===== src/rtl/change_dispense_ctrl.sv =====
// change_dispense_ctrl: pays out a change amount one coin or note at a time.
// It picks the largest non-empty denomination that fits the balance, does one
// valid/ready handshake with the hopper per unit, and finishes with a done or
// error pulse. All outputs come straight from flops.
module change_dispense_ctrl #(
    parameter int W       = 16,
    parameter int TIMEOUT = 255
) (
    input  logic         clk,
    input  logic         reset,
    input  logic         start,
    input  logic [W-1:0] amount,
    input  logic         abort,
    input  logic [4:0]   hopper_empty,
    input  logic         coin_ready,
    output logic         coin_valid,
    output logic [2:0]   coin_out,
    output logic         busy,
    output logic         done,
    output logic         error,
    output logic [1:0]   err_code,
    output logic [W-1:0] remaining
);

    typedef enum logic [2:0] {IDLE, SELECT, ISSUE, DONE_S, ERR_S} state_t;

    localparam logic [1:0]  ERR_UNPAY = 2'b01;
    localparam logic [1:0]  ERR_TMO   = 2'b10;
    localparam logic [1:0]  ERR_ABORT = 2'b11;
    localparam logic [15:0] TMO_LAST  = 16'(TIMEOUT - 1);

    // Denomination code to face value; code 0 means "no unit".
    function automatic logic [W-1:0] denom_val(input logic [2:0] code);
        case (code)
            3'd5:    denom_val = W'(500);
            3'd4:    denom_val = W'(100);
            3'd3:    denom_val = W'(50);
            3'd2:    denom_val = W'(10);
            3'd1:    denom_val = W'(5);
            default: denom_val = '0;
        endcase
    endfunction

    state_t      state, state_nxt;
    logic [1:0]  err_cause;
    logic [15:0] tmo_cnt;
    logic        sel_found;
    logic [2:0]  sel_code;
    logic        hs, tmo;

    logic        valid_nxt, busy_nxt, done_nxt, error_nxt;
    logic [2:0]  coin_nxt;
    logic [1:0]  err_nxt;

    assign hs  = (state == ISSUE) && coin_ready;
    assign tmo = (state == ISSUE) && !coin_ready && (tmo_cnt == TMO_LAST);

    // Greedy pick: scan low to high so the largest fitting, stocked unit wins.
    always_comb begin
        sel_found = 1'b0;
        sel_code  = 3'd0;
        for (int i = 0; i < 5; i++) begin
            if (!hopper_empty[i] && (remaining >= denom_val(3'(i + 1)))) begin
                sel_found = 1'b1;
                sel_code  = 3'(i + 1);
            end
        end
    end

    // State register.
    always_ff @(posedge clk or negedge reset) begin
        if (!reset) state <= IDLE;
        else        state <= state_nxt;
    end

    // Next-state logic; abort outranks both handshake exit and timeout.
    always_comb begin
        state_nxt = state;
        err_cause = 2'b00;
        case (state)
            IDLE:   if (start) state_nxt = SELECT;
            SELECT: begin
                if (abort) begin
                    state_nxt = ERR_S;
                    err_cause = ERR_ABORT;
                end else if (remaining == '0) begin
                    state_nxt = DONE_S;
                end else if (sel_found) begin
                    state_nxt = ISSUE;
                end else begin
                    state_nxt = ERR_S;
                    err_cause = ERR_UNPAY;
                end
            end
            ISSUE: begin
                if (abort) begin
                    state_nxt = ERR_S;
                    err_cause = ERR_ABORT;
                end else if (coin_ready) begin
                    state_nxt = SELECT;
                end else if (tmo) begin
                    state_nxt = ERR_S;
                    err_cause = ERR_TMO;
                end
            end
            DONE_S:  state_nxt = IDLE;
            ERR_S:   state_nxt = IDLE;
            default: state_nxt = IDLE;
        endcase
    end

    // Output logic: next values of the registered outputs, decoded from state_nxt.
    always_comb begin
        busy_nxt  = (state_nxt != IDLE);
        valid_nxt = (state_nxt == ISSUE);
        done_nxt  = (state_nxt == DONE_S);
        error_nxt = (state_nxt == ERR_S);
        coin_nxt  = 3'd0;
        if (state_nxt == ISSUE) coin_nxt = (state == ISSUE) ? coin_out : sel_code;
        err_nxt = err_code;
        if (state == IDLE && start) err_nxt = 2'b00;
        if (state_nxt == ERR_S)     err_nxt = err_cause;
    end

    // Output registers.
    always_ff @(posedge clk or negedge reset) begin
        if (!reset) begin
            coin_valid <= 1'b0;
            coin_out   <= 3'd0;
            busy       <= 1'b0;
            done       <= 1'b0;
            error      <= 1'b0;
            err_code   <= 2'b00;
        end else begin
            coin_valid <= valid_nxt;
            coin_out   <= coin_nxt;
            busy       <= busy_nxt;
            done       <= done_nxt;
            error      <= error_nxt;
            err_code   <= err_nxt;
        end
    end

    // Balance and hopper wait counter; the subtract cannot underflow since
    // only units no larger than the balance are ever issued.
    always_ff @(posedge clk or negedge reset) begin
        if (!reset) begin
            remaining <= '0;
            tmo_cnt   <= '0;
        end else begin
            if (state == IDLE && start) remaining <= amount;
            else if (hs)                remaining <= remaining - denom_val(coin_out);
            if (state == SELECT)                     tmo_cnt <= '0;
            else if (state == ISSUE && !coin_ready)  tmo_cnt <= tmo_cnt + 16'd1;
        end
    end

endmodule


===== config.mk =====
export PLATFORM = sky130hd
export DESIGN_NAME = change_dispense_ctrl
export DESIGN_NICKNAME = d
export VERILOG_FILES = /design/src/rtl/change_dispense_ctrl.sv
export SDC_FILE = /design/constraint.sdc
export NUM_CORES = 1
export LEC_CHECK = 0
export BUFFER_PORTS_ARGS = -buffer_cell sky130_fd_sc_hd__buf_2
export CAP_MARGIN = 10
export CORE_UTILIZATION = 60
export DETAILED_ROUTE_END_ITERATION = 16
export PLACE_DENSITY = 0.9
export REMOVE_ABC_BUFFERS = 1
export SETUP_SLACK_MARGIN = 0.2
export SLEW_MARGIN = 20
export SYNTH_ARGS = -nofsm -noshare
export SYNTH_HDL_FRONTEND = slang
export SYNTH_SLANG_ARGS = --single-unit

===== constraint.sdc =====
create_clock -name clk -period 4.15 [get_ports clk]
set_input_delay 0.2075 -clock clk [delete_from_list [all_inputs] [get_ports clk]]
set_output_delay 0.2075 -clock clk [all_outputs]
set_load 0.02 [all_outputs]

==> metrics.txt, run 1 <==
post-DP HPWL=4630 µm; die area=4880 µm²; Pwr per Cell Area=665 nW/µm²; routability cong.=0.892; WP data required=4330 ps; WP buf/inv=0; row cnt=24; fin crit period=2770 ps; Routed WL per cell=15.3 µm; # H-tree levels=2; GR Overflow Total=0; EDFF count, synth=0; Yosys warning count=0; setup_tns=0 ps; Num CTS Buffers=5; final setup vio count=0; cell area after synthesis=2760 µm²; highest net fanout along the worst path=5; Initial Util=0.630; vias per cell=6.00; Clock Sink Count=44; async set-reset flop share out of synthesis=1.00; io pins=51; Slew @ Worst Pin=679 ps; Critical Path Start Type=flop; slowest CP cell=dfrtp_1; Area Growth Syn to Fin=15.3%; core area=4380 µm²; max cap viols=0; worst min path class=in -> reg; first-pass GRT wire length=10,800 µm; RSZ-0062 raised after global routing=false; ordered cell list for the critical path=nor2b_1 > nor2_1 > ha_1 > nor2b_1 > o21a_1 > o21ai_0 > a21oi_1 > nor4b_2 > xnor2_1 > o21ai_1; IO buf count=50; Worst-Skew Late Latency=310 ps; routed via count=2,532; Final WS setup=1380 ps; worst slew margin relative to its limit=0.543; Synth Flop Type=dfrtp_1; Routed WL=6470 µm; remaining design rule violation count=0; Critical Path Most Common Cell=nor2b_1; Fin. Hold Viols=0; via count of the first global-routing pass=2,344; crit path capture type=flop; clk buf depth=2; status=finished, final reports clean; initial antenna violation count=0; Final ANT Viol Nets=0; Crit path largest cell delay=440 ps; largest net degree at the start of global routing=45; fmax=0.361 GHz; reg2reg setup slack=1380 ps; Max Clock Skew=11.5 ps; DR pass1 iterations=6; PostCTS Resize Cnt=0; register bit total from synthesis=44; Nets=407; maximum vdd drop=0.442 mV; pre-CTS setup slack=1460 ps; die height=69.8 µm; gr usage total=0.283; layout cells sized above 1=0.200; Die Span X=69.8 µm; sequential share of the synthesized area=0.399; Clock transition at path regs=90 ps; CP Class=reg -> reg; Post-Syn Area per Cell=8.71 µm²; Initial DRC Count=228; Gate Count Post-Synth=317; final slew viol count=0; period utilization=0.668; Pleak=1.46 nW; CP top delay family=simple AND/OR/NAND/NOR gates; Diodes inserted=0; CTS tree=done; root buf cell=clkbuf_8; CP arrival=2960 ps; Unique masters post-synth=52
## stage by stage
step           hold slack (ps)  power, mW   util  instance area [µm²]  instances
2_1_floorplan            -88.1       1.43      -                 2720        309
3_3_place_gp               407       1.71  0.696                 3050        413
3_5_place_dp               416       1.75  0.696                 3050        413
4_1_cts                   83.9       2.11  0.723                 3170        421
5_1_grt                    100       2.27  0.726                 3180        422
6_report                  97.1       2.12  0.726                 3180        422
## kinds of logic after synthesis
kind of cell,synth area share
buffers and inverters,0.0290
muxes,0.00725
DFF,0.399
and+or+nand+nor,0.295
AOI/OAI and AO/OA,0.140
xor gates and xnor gates,0.0729
adders and majority gates,0.0571
## area by class of cell
type                       count  area, µm²
multi-input combinational    256       1590
fill                         334       1200
sequential                    44       1100
timing repair buffer          53        278
clock buffer                   6       82.6
tap                           52       65.1
clock inverter                 2       38.8
inverter                       9       33.8
## layer usage
metal / track usage / wire length (µm) / share of wire
met1: 0.383 / 2890 / 0.45
met2: 0.442 / 3040 / 0.47
met3: 0.0770 / 413 / 0.064
met4: 0.0911 / 131 / 0.020
met5: 0 / 0 / 0
## cells in the final DEF (no fill, tap or decap), types with 4 or more instances in the layout
cell type / count
xnor2_1: 7
a21oi_1: 19
nand2_1: 35
ha_1: 11
buf_2: 49
nand4_1: 7
nand3_1: 7
nor4_1: 7
or3_1: 4
nor2b_1: 7
nand2b_1: 4
nor2_1: 45
o21ai_0: 27
dfrtp_1: 44
inv_1: 9
xor2_1: 16
clkbuf_8: 6
nor3_1: 11
## synth_stat cells (9+ instances only)
cell | count | area (µm²)
inv_1 | 9 | 33.8
a21oi_1 | 19 | 95.1
xor2_1 | 16 | 140
nor3_1 | 12 | 60.1
nor2_1 | 45 | 169
o21ai_0 | 27 | 135
nand2_1 | 35 | 131
dfrtp_1 | 44 | 1100
ha_1 | 11 | 138
## sequential cells by signal, indices dropped and copies added, names as in the netlist
register / cells
remaining: 16
coin_out: 3
error: 1
done: 1
coin_valid: 1
busy: 1
state: 3
err_code: 2
tmo_cnt: 16
## worst reg2reg max path, cell delays in order, from the launching register on
cell and delay [ps]:
dfrtp_1 440, nor2b_1 320, nor2_1 90, ha_1 320, nor2b_1 160, o21a_1 180
o21ai_0 410, a21oi_1 220, nor4b_2 310, xnor2_1 150, o21ai_1 70
## where the power goes
part / switching [mW] / internal, mW / total (mW)
combinational: 0.643 / 0.404 / 1.05
clock: 0.160 / 0.197 / 0.357
sequential: 0.170 / 0.543 / 0.713
total: 0.973 / 1.14 / 2.12
## path summary, 6_finish.rpt
kind,to,depth (start not counted),startpoint
min in group asynchronous,remaining[4]$_DFFE_PN0P_,2,reset
min reg2reg,err_code[1]$_DFFE_PN0P_,2,err_code[1]$_DFFE_PN0P_
min,remaining[2]$_DFFE_PN0P_,3,amount[2]
max in group asynchronous,done$_DFF_PN0_,2,reset
max reg2reg,remaining[12]$_DFFE_PN0P_,10,coin_out[2]$_DFFE_PN0P_
max,remaining[12]$_DFFE_PN0P_,10,coin_out[2]$_DFFE_PN0P_
## timing repair
item	CTS	global route
buffers inserted	0	0
hold buffers	0	1
hold endpoints to repair	0	44
Note: power is estimated with default switching activity, not from simulation.
==> run 2, diff against run 1 <==
--- a/config.mk
+++ b/config.mk
@@ -7,9 +7,9 @@
 export LEC_CHECK = 0
 export BUFFER_PORTS_ARGS = -buffer_cell sky130_fd_sc_hd__buf_2
 export CAP_MARGIN = 10
-export CORE_UTILIZATION = 60
+export CORE_UTILIZATION = 50
 export DETAILED_ROUTE_END_ITERATION = 16
-export PLACE_DENSITY = 0.9
+export PLACE_DENSITY = 0.81
 export REMOVE_ABC_BUFFERS = 1
 export SETUP_SLACK_MARGIN = 0.2
 export SLEW_MARGIN = 20
==> constraint.sdc (replaced) <==
create_clock -name clk -period 2.3 [get_ports clk]
set_input_delay 0.115 -clock clk [delete_from_list [all_inputs] [get_ports clk]]
set_output_delay 0.115 -clock clk [all_outputs]
set_load 0.02 [all_outputs]
==> metrics.txt, run 2 (same netlist as run 1, synthesis figures left out) <==
first-pass GRT wire length=12,500 µm; core area=5200 µm²; # H-tree levels=2; DR pass1 iterations=4; worst slew margin relative to its limit=0.369; setup_tns=-564 ps; CTS tree=done; layout cells sized above 1=0.374; Routed WL per cell=17.0 µm; R2R Path Start=coin_out[0]$_DFFE_PN0P_; Clock transition at path regs=80 ps; Nets=451; vias per cell=5.85; crit path capture type=flop; max cap viols=0; slowest CP cell=dfrtp_1; CP arrival=2690 ps; root buf cell=clkbuf_8; routability cong.=0.907; most frequent cells in the layout=50 x buf_2, 43 x nor2_1, 43 x buf_4; Area Growth Syn to Fin=35.5%; Fillers=370; leading registers by flop count=remaining (16), tmo_cnt (16); via count of the first global-routing pass=2,756; Final WS setup=-171 ps; most common cell after layout, fill and taps aside=buf_2; WP data required=2520 ps; row cnt=26; Die Span X=76.3 µm; Worst Setup SP=coin_out[0]$_DFFE_PN0P_; io pins=51; Initial Util=0.531; Routed WL=8250 µm; CP Class=reg -> reg; Placed Cells incl. Taps=463; Max Clock Skew=4.79 ps; Pleak=1.73 nW; Final ANT Viol Nets=0; HP Start=amount[2]; Crit path largest cell delay=420 ps; ordered cell list for the critical path=nor3b_4 > ha_2 > fa_2 > nor2b_4 > o21a_1 > o21ai_2 > buf_4 > buf_6 > nand2b_1 > nand3b_1 > and4_4 > o31ai_2; post-DP HPWL=5160 µm; worst min path class=in -> reg; Initial DRC Count=161; highest net fanout along the worst path=3; GR Overflow Total=0; remaining design rule violation count=0; initial antenna violation count=0; status=finished with violations; Slew @ Worst Pin=947 ps; Critical Path Start Type=flop; Num CTS Buffers=5; Non-Filler Instances=484; fin crit period=2470 ps; area occupied by multi-input gates=1800 µm²; maximum vdd drop=0.832 mV; FF+latch area=1100 µm²; failing checks=setup timing; Clock Sink Count=44; final setup vio count=6; Fin. Hold Viols=0; final slew viol count=0; Worst-Skew Late Latency=300 ps; routed via count=2,833; IO buf count=50; die area=5820 µm²; largest net degree at the start of global routing=45; fmax=0.405 GHz; Diodes inserted=0; pre-CTS setup slack=-175 ps; clk buf depth=2; die height=76.3 µm; Pwr per Cell Area=1250 nW/µm²; gr usage total=0.270; period utilization=1.07; RSZ-0062 raised after global routing=true
==> run 2: what timing repair did <==
item,4_1_cts,5_1_grt
buffers inserted,6,6
hold buffers,1,0
endpoints found under the hold margin,44,0
resized for setup,41,26
pin swaps,19,18
endpoints found under the setup margin,22,24
==> run 2: layer usage <==
metal | routed length (µm) | share of wire | up-vias | GRT usage
met2 | 4100 | 0.50 | 112 | 0.470
met4 | 359 | 0.044 | 0 | 0.112
met5 | 0 | 0 | - | 0
met3 | 484 | 0.059 | 33 | 0.0479
li1 | - | - | 1317 | -
met1 | 3300 | 0.40 | 1371 | 0.327
==> run 2: worst paths after layout <==
path                                              to  slack (ps)  cells past startpoint
setup / recovery            remaining[6]$_DFFE_PN0P_        -170                     12
hold / removal              remaining[2]$_DFFE_PN0P_          10                      3
setup reg to reg            remaining[6]$_DFFE_PN0P_        -170                     12
hold reg to reg               tmo_cnt[5]$_DFFE_PN0P_         540                      2
max in group asynchronous    coin_out[2]$_DFFE_PN0P_        1150                      2
min in group asynchronous  remaining[11]$_DFFE_PN0P_         500                      2
==> run 2: worst max-delay path, delay by kind of cell (launching register included) <==
kind,cells,cell delay [ps]
simple gates,5,620
fa+ha+maj,2,590
compound gates,3,490
flops,1,420
buf+inv,2,260
==> run 2: through the flow <==
step,hold WS (ps),cell area [µm²],power [mW],util
floorplan,-181,2720,2.58,-
global placement,316,3310,3.43,0.637
detailed placement,312,3310,3.52,0.637
CTS,15.0,3590,4.30,0.691
global route,24.4,3740,4.95,0.719
finish,13.2,3740,4.69,0.719
==> run 2: area by class of cell <==
class / count / share of cell area
clock inverters: 1 / 0.00201
multi-input cells: 256 / 0.482
clock buffers: 7 / 0.0231
inverters: 9 / 0.00903
repair buffers: 97 / 0.165
flip-flops and latches: 44 / 0.295
well taps: 70 / 0.0234
==> run 2: power by group <==
part	switching (mW)	leakage [nW]	total [mW]	internal, mW
sequential	0.183	0.572	1.17	0.983
combinational	1.73	1.11	3.01	1.29
clock	0.271	0.0445	0.516	0.244
total	2.18	1.73	4.69	2.51
==> run 3, diff against run 2 <==
--- a/config.mk
+++ b/config.mk
@@ -7,9 +7,11 @@
 export LEC_CHECK = 0
 export BUFFER_PORTS_ARGS = -buffer_cell sky130_fd_sc_hd__buf_2
 export CAP_MARGIN = 10
-export CORE_UTILIZATION = 50
+export CELL_PAD_IN_SITES_DETAIL_PLACEMENT = 1
+export CELL_PAD_IN_SITES_GLOBAL_PLACEMENT = 1
+export CORE_UTILIZATION = 38
 export DETAILED_ROUTE_END_ITERATION = 16
-export PLACE_DENSITY = 0.81
+export PLACE_DENSITY = 0.82
 export REMOVE_ABC_BUFFERS = 1
 export SETUP_SLACK_MARGIN = 0.2
 export SLEW_MARGIN = 20
==> metrics.txt, run 3 (same netlist as run 1, synthesis figures left out) <==
slowest CP cell=dfrtp_1; GR Overflow Total=0; FF+latch area=1100 µm²; Nets=460; root buf cell=clkbuf_8; Initial Util=0.400; maximum vdd drop=0.750 mV; Max Clock Skew=8.20 ps; failing checks=setup timing; worst min path class=in -> reg; via count of the first global-routing pass=3,140; largest net degree at the start of global routing=32; gr usage total=0.275; Hold WS=6.38 ps; crit path capture type=flop; Pleak=1.79 nW; clk buf depth=2; initial antenna violation count=0; Pwr per Cell Area=1290 nW/µm²; final slew viol count=0; fin crit period=2500 ps; layout cells sized above 1=0.407; Clock Sink Count=44; Slew @ Worst Pin=546 ps; fin util=0.558; ordered cell list for the critical path=nor3b_2 > ha_2 > fa_2 > nor2b_4 > o21a_1 > o21ai_2 > buf_6 > nand2_4 > a21oi_4 > xor2_1 > o21ai_1; Initial DRC Count=153; highest net fanout along the worst path=4; worst slew margin relative to its limit=0.633; area occupied by multi-input gates=1820 µm²; Final WS setup=-201 ps; first-pass GRT wire length=15,700 µm; CP Class=reg -> reg; Area Growth Syn to Fin=39.6%; core area=6910 µm²; Die Span X=87.2 µm; Final ANT Viol Nets=0; # H-tree levels=2; RSZ-0062 raised after global routing=true; io pins=51; Diodes inserted=0; post-DP HPWL=6340 µm; Fin. Hold Viols=0; CP arrival=2680 ps; CTS tree=done; Critical Path Start Type=flop; vias per cell=5.60; IO buf count=50; row cnt=30; WP data required=2480 ps; Clock transition at path regs=90 ps; most frequent cells in the layout=53 x buf_4, 50 x buf_2, 43 x dfrtp_1; status=finished with violations; remaining design rule violation count=0; routability cong.=0.908; leading registers by flop count=remaining (16), tmo_cnt (16); die height=87.2 µm; max cap viols=0; Worst-Skew Late Latency=310 ps; Routed WL per cell=20.2 µm; Num CTS Buffers=5; Crit path largest cell delay=420 ps; routed via count=2,904; period utilization=1.09; Fillers=838; die area=7610 µm²; fmax=0.400 GHz; DR pass1 iterations=5; most common cell after layout, fill and taps aside=buf_4; final setup vio count=9; Routed WL=10,500 µm
## run 3: changes by cell type in the layout (fill, tap and decap cells not counted), sizes merged
| cell | change |
|---|---|
| buf | +9 |
| clkbuf | -1 |
| clkinvlp | +1 |
## run 3: report_power, final
group | total [mW] | leakage [nW] | switching [mW] | internal, mW
Clock | 0.547 | 0.0434 | 0.303 | 0.244
Combinational | 3.26 | 1.17 | 1.89 | 1.38
Sequential | 1.17 | 0.575 | 0.189 | 0.982
## run 3: worst paths after layout
kind / startpoint / end / slack, ps / cells after the start
min reg2reg: err_code[1]$_DFFE_PN0P_ / err_code[1]$_DFFE_PN0P_ / 530 / 2
min in group asynchronous: reset / done$_DFF_PN0_ / 220 / 2
max reg2reg: coin_out[2]$_DFFE_PN0P_ / remaining[8]$_DFFE_PN0P_ / -200 / 11
min: amount[0] / remaining[0]$_DFFE_PN0P_ / 6 / 3
max: coin_out[2]$_DFFE_PN0P_ / remaining[8]$_DFFE_PN0P_ / -200 / 11
max in group asynchronous: reset / remaining[5]$_DFFE_PN0P_ / 1330 / 3
## run 3: layer usage
metal  wire, µm  share of wire  GRT usage
met5          0              0          0
met4        495          0.047      0.162
met3        447          0.043     0.0521
met2       5370           0.51      0.468
met1       4190           0.40      0.321
## run 3: cell type report
class / instances / share of cell area
Timing Repair Buffer: 106 / 0.177
Multi-Input combinational cell: 256 / 0.472
Tap cell: 96 / 0.0312
Sequential cell: 44 / 0.286
Clock buffer: 6 / 0.0214
Inverter: 9 / 0.00876
Clock inverter: 2 / 0.00389
## run 3: what timing repair did
action / 4_1_cts / 5_1_grt
hold buffers: 1 / 0
endpoints found under the hold margin: 13 / 0
pin swaps: 22 / 23
setup endpoints to repair: 21 / 27
resized for setup: 48 / 20
setup buffers: 12 / 6
## run 3: critical path, delay by kind of cell (launching register included)
kind	cells	cell delay [ps]
AO/OA/AOI/OAI	4	730
adder cells (fa/ha/maj)	2	530
flip-flops	1	420
AND/OR/NAND/NOR	3	340
XOR/XNOR	1	180
buffers and inverters	1	150
## run 3: per-stage QoR
stage / total power [mW] / TNS [ps] / instances / cell area, µm² / setup slack, ps
6_report: 4.98 / -986 / 519 / 3850 / -201
5_1_grt: 5.24 / -1830 / 519 / 3850 / -254
4_1_cts: 4.57 / -5.50 / 513 / 3730 / -5.50
3_5_place_dp: 3.61 / -1940 / 492 / 3370 / -254
3_3_place_gp: 3.50 / -748 / 492 / 3370 / -139
2_1_floorplan: 2.58 / -900 / 309 / 2720 / -245
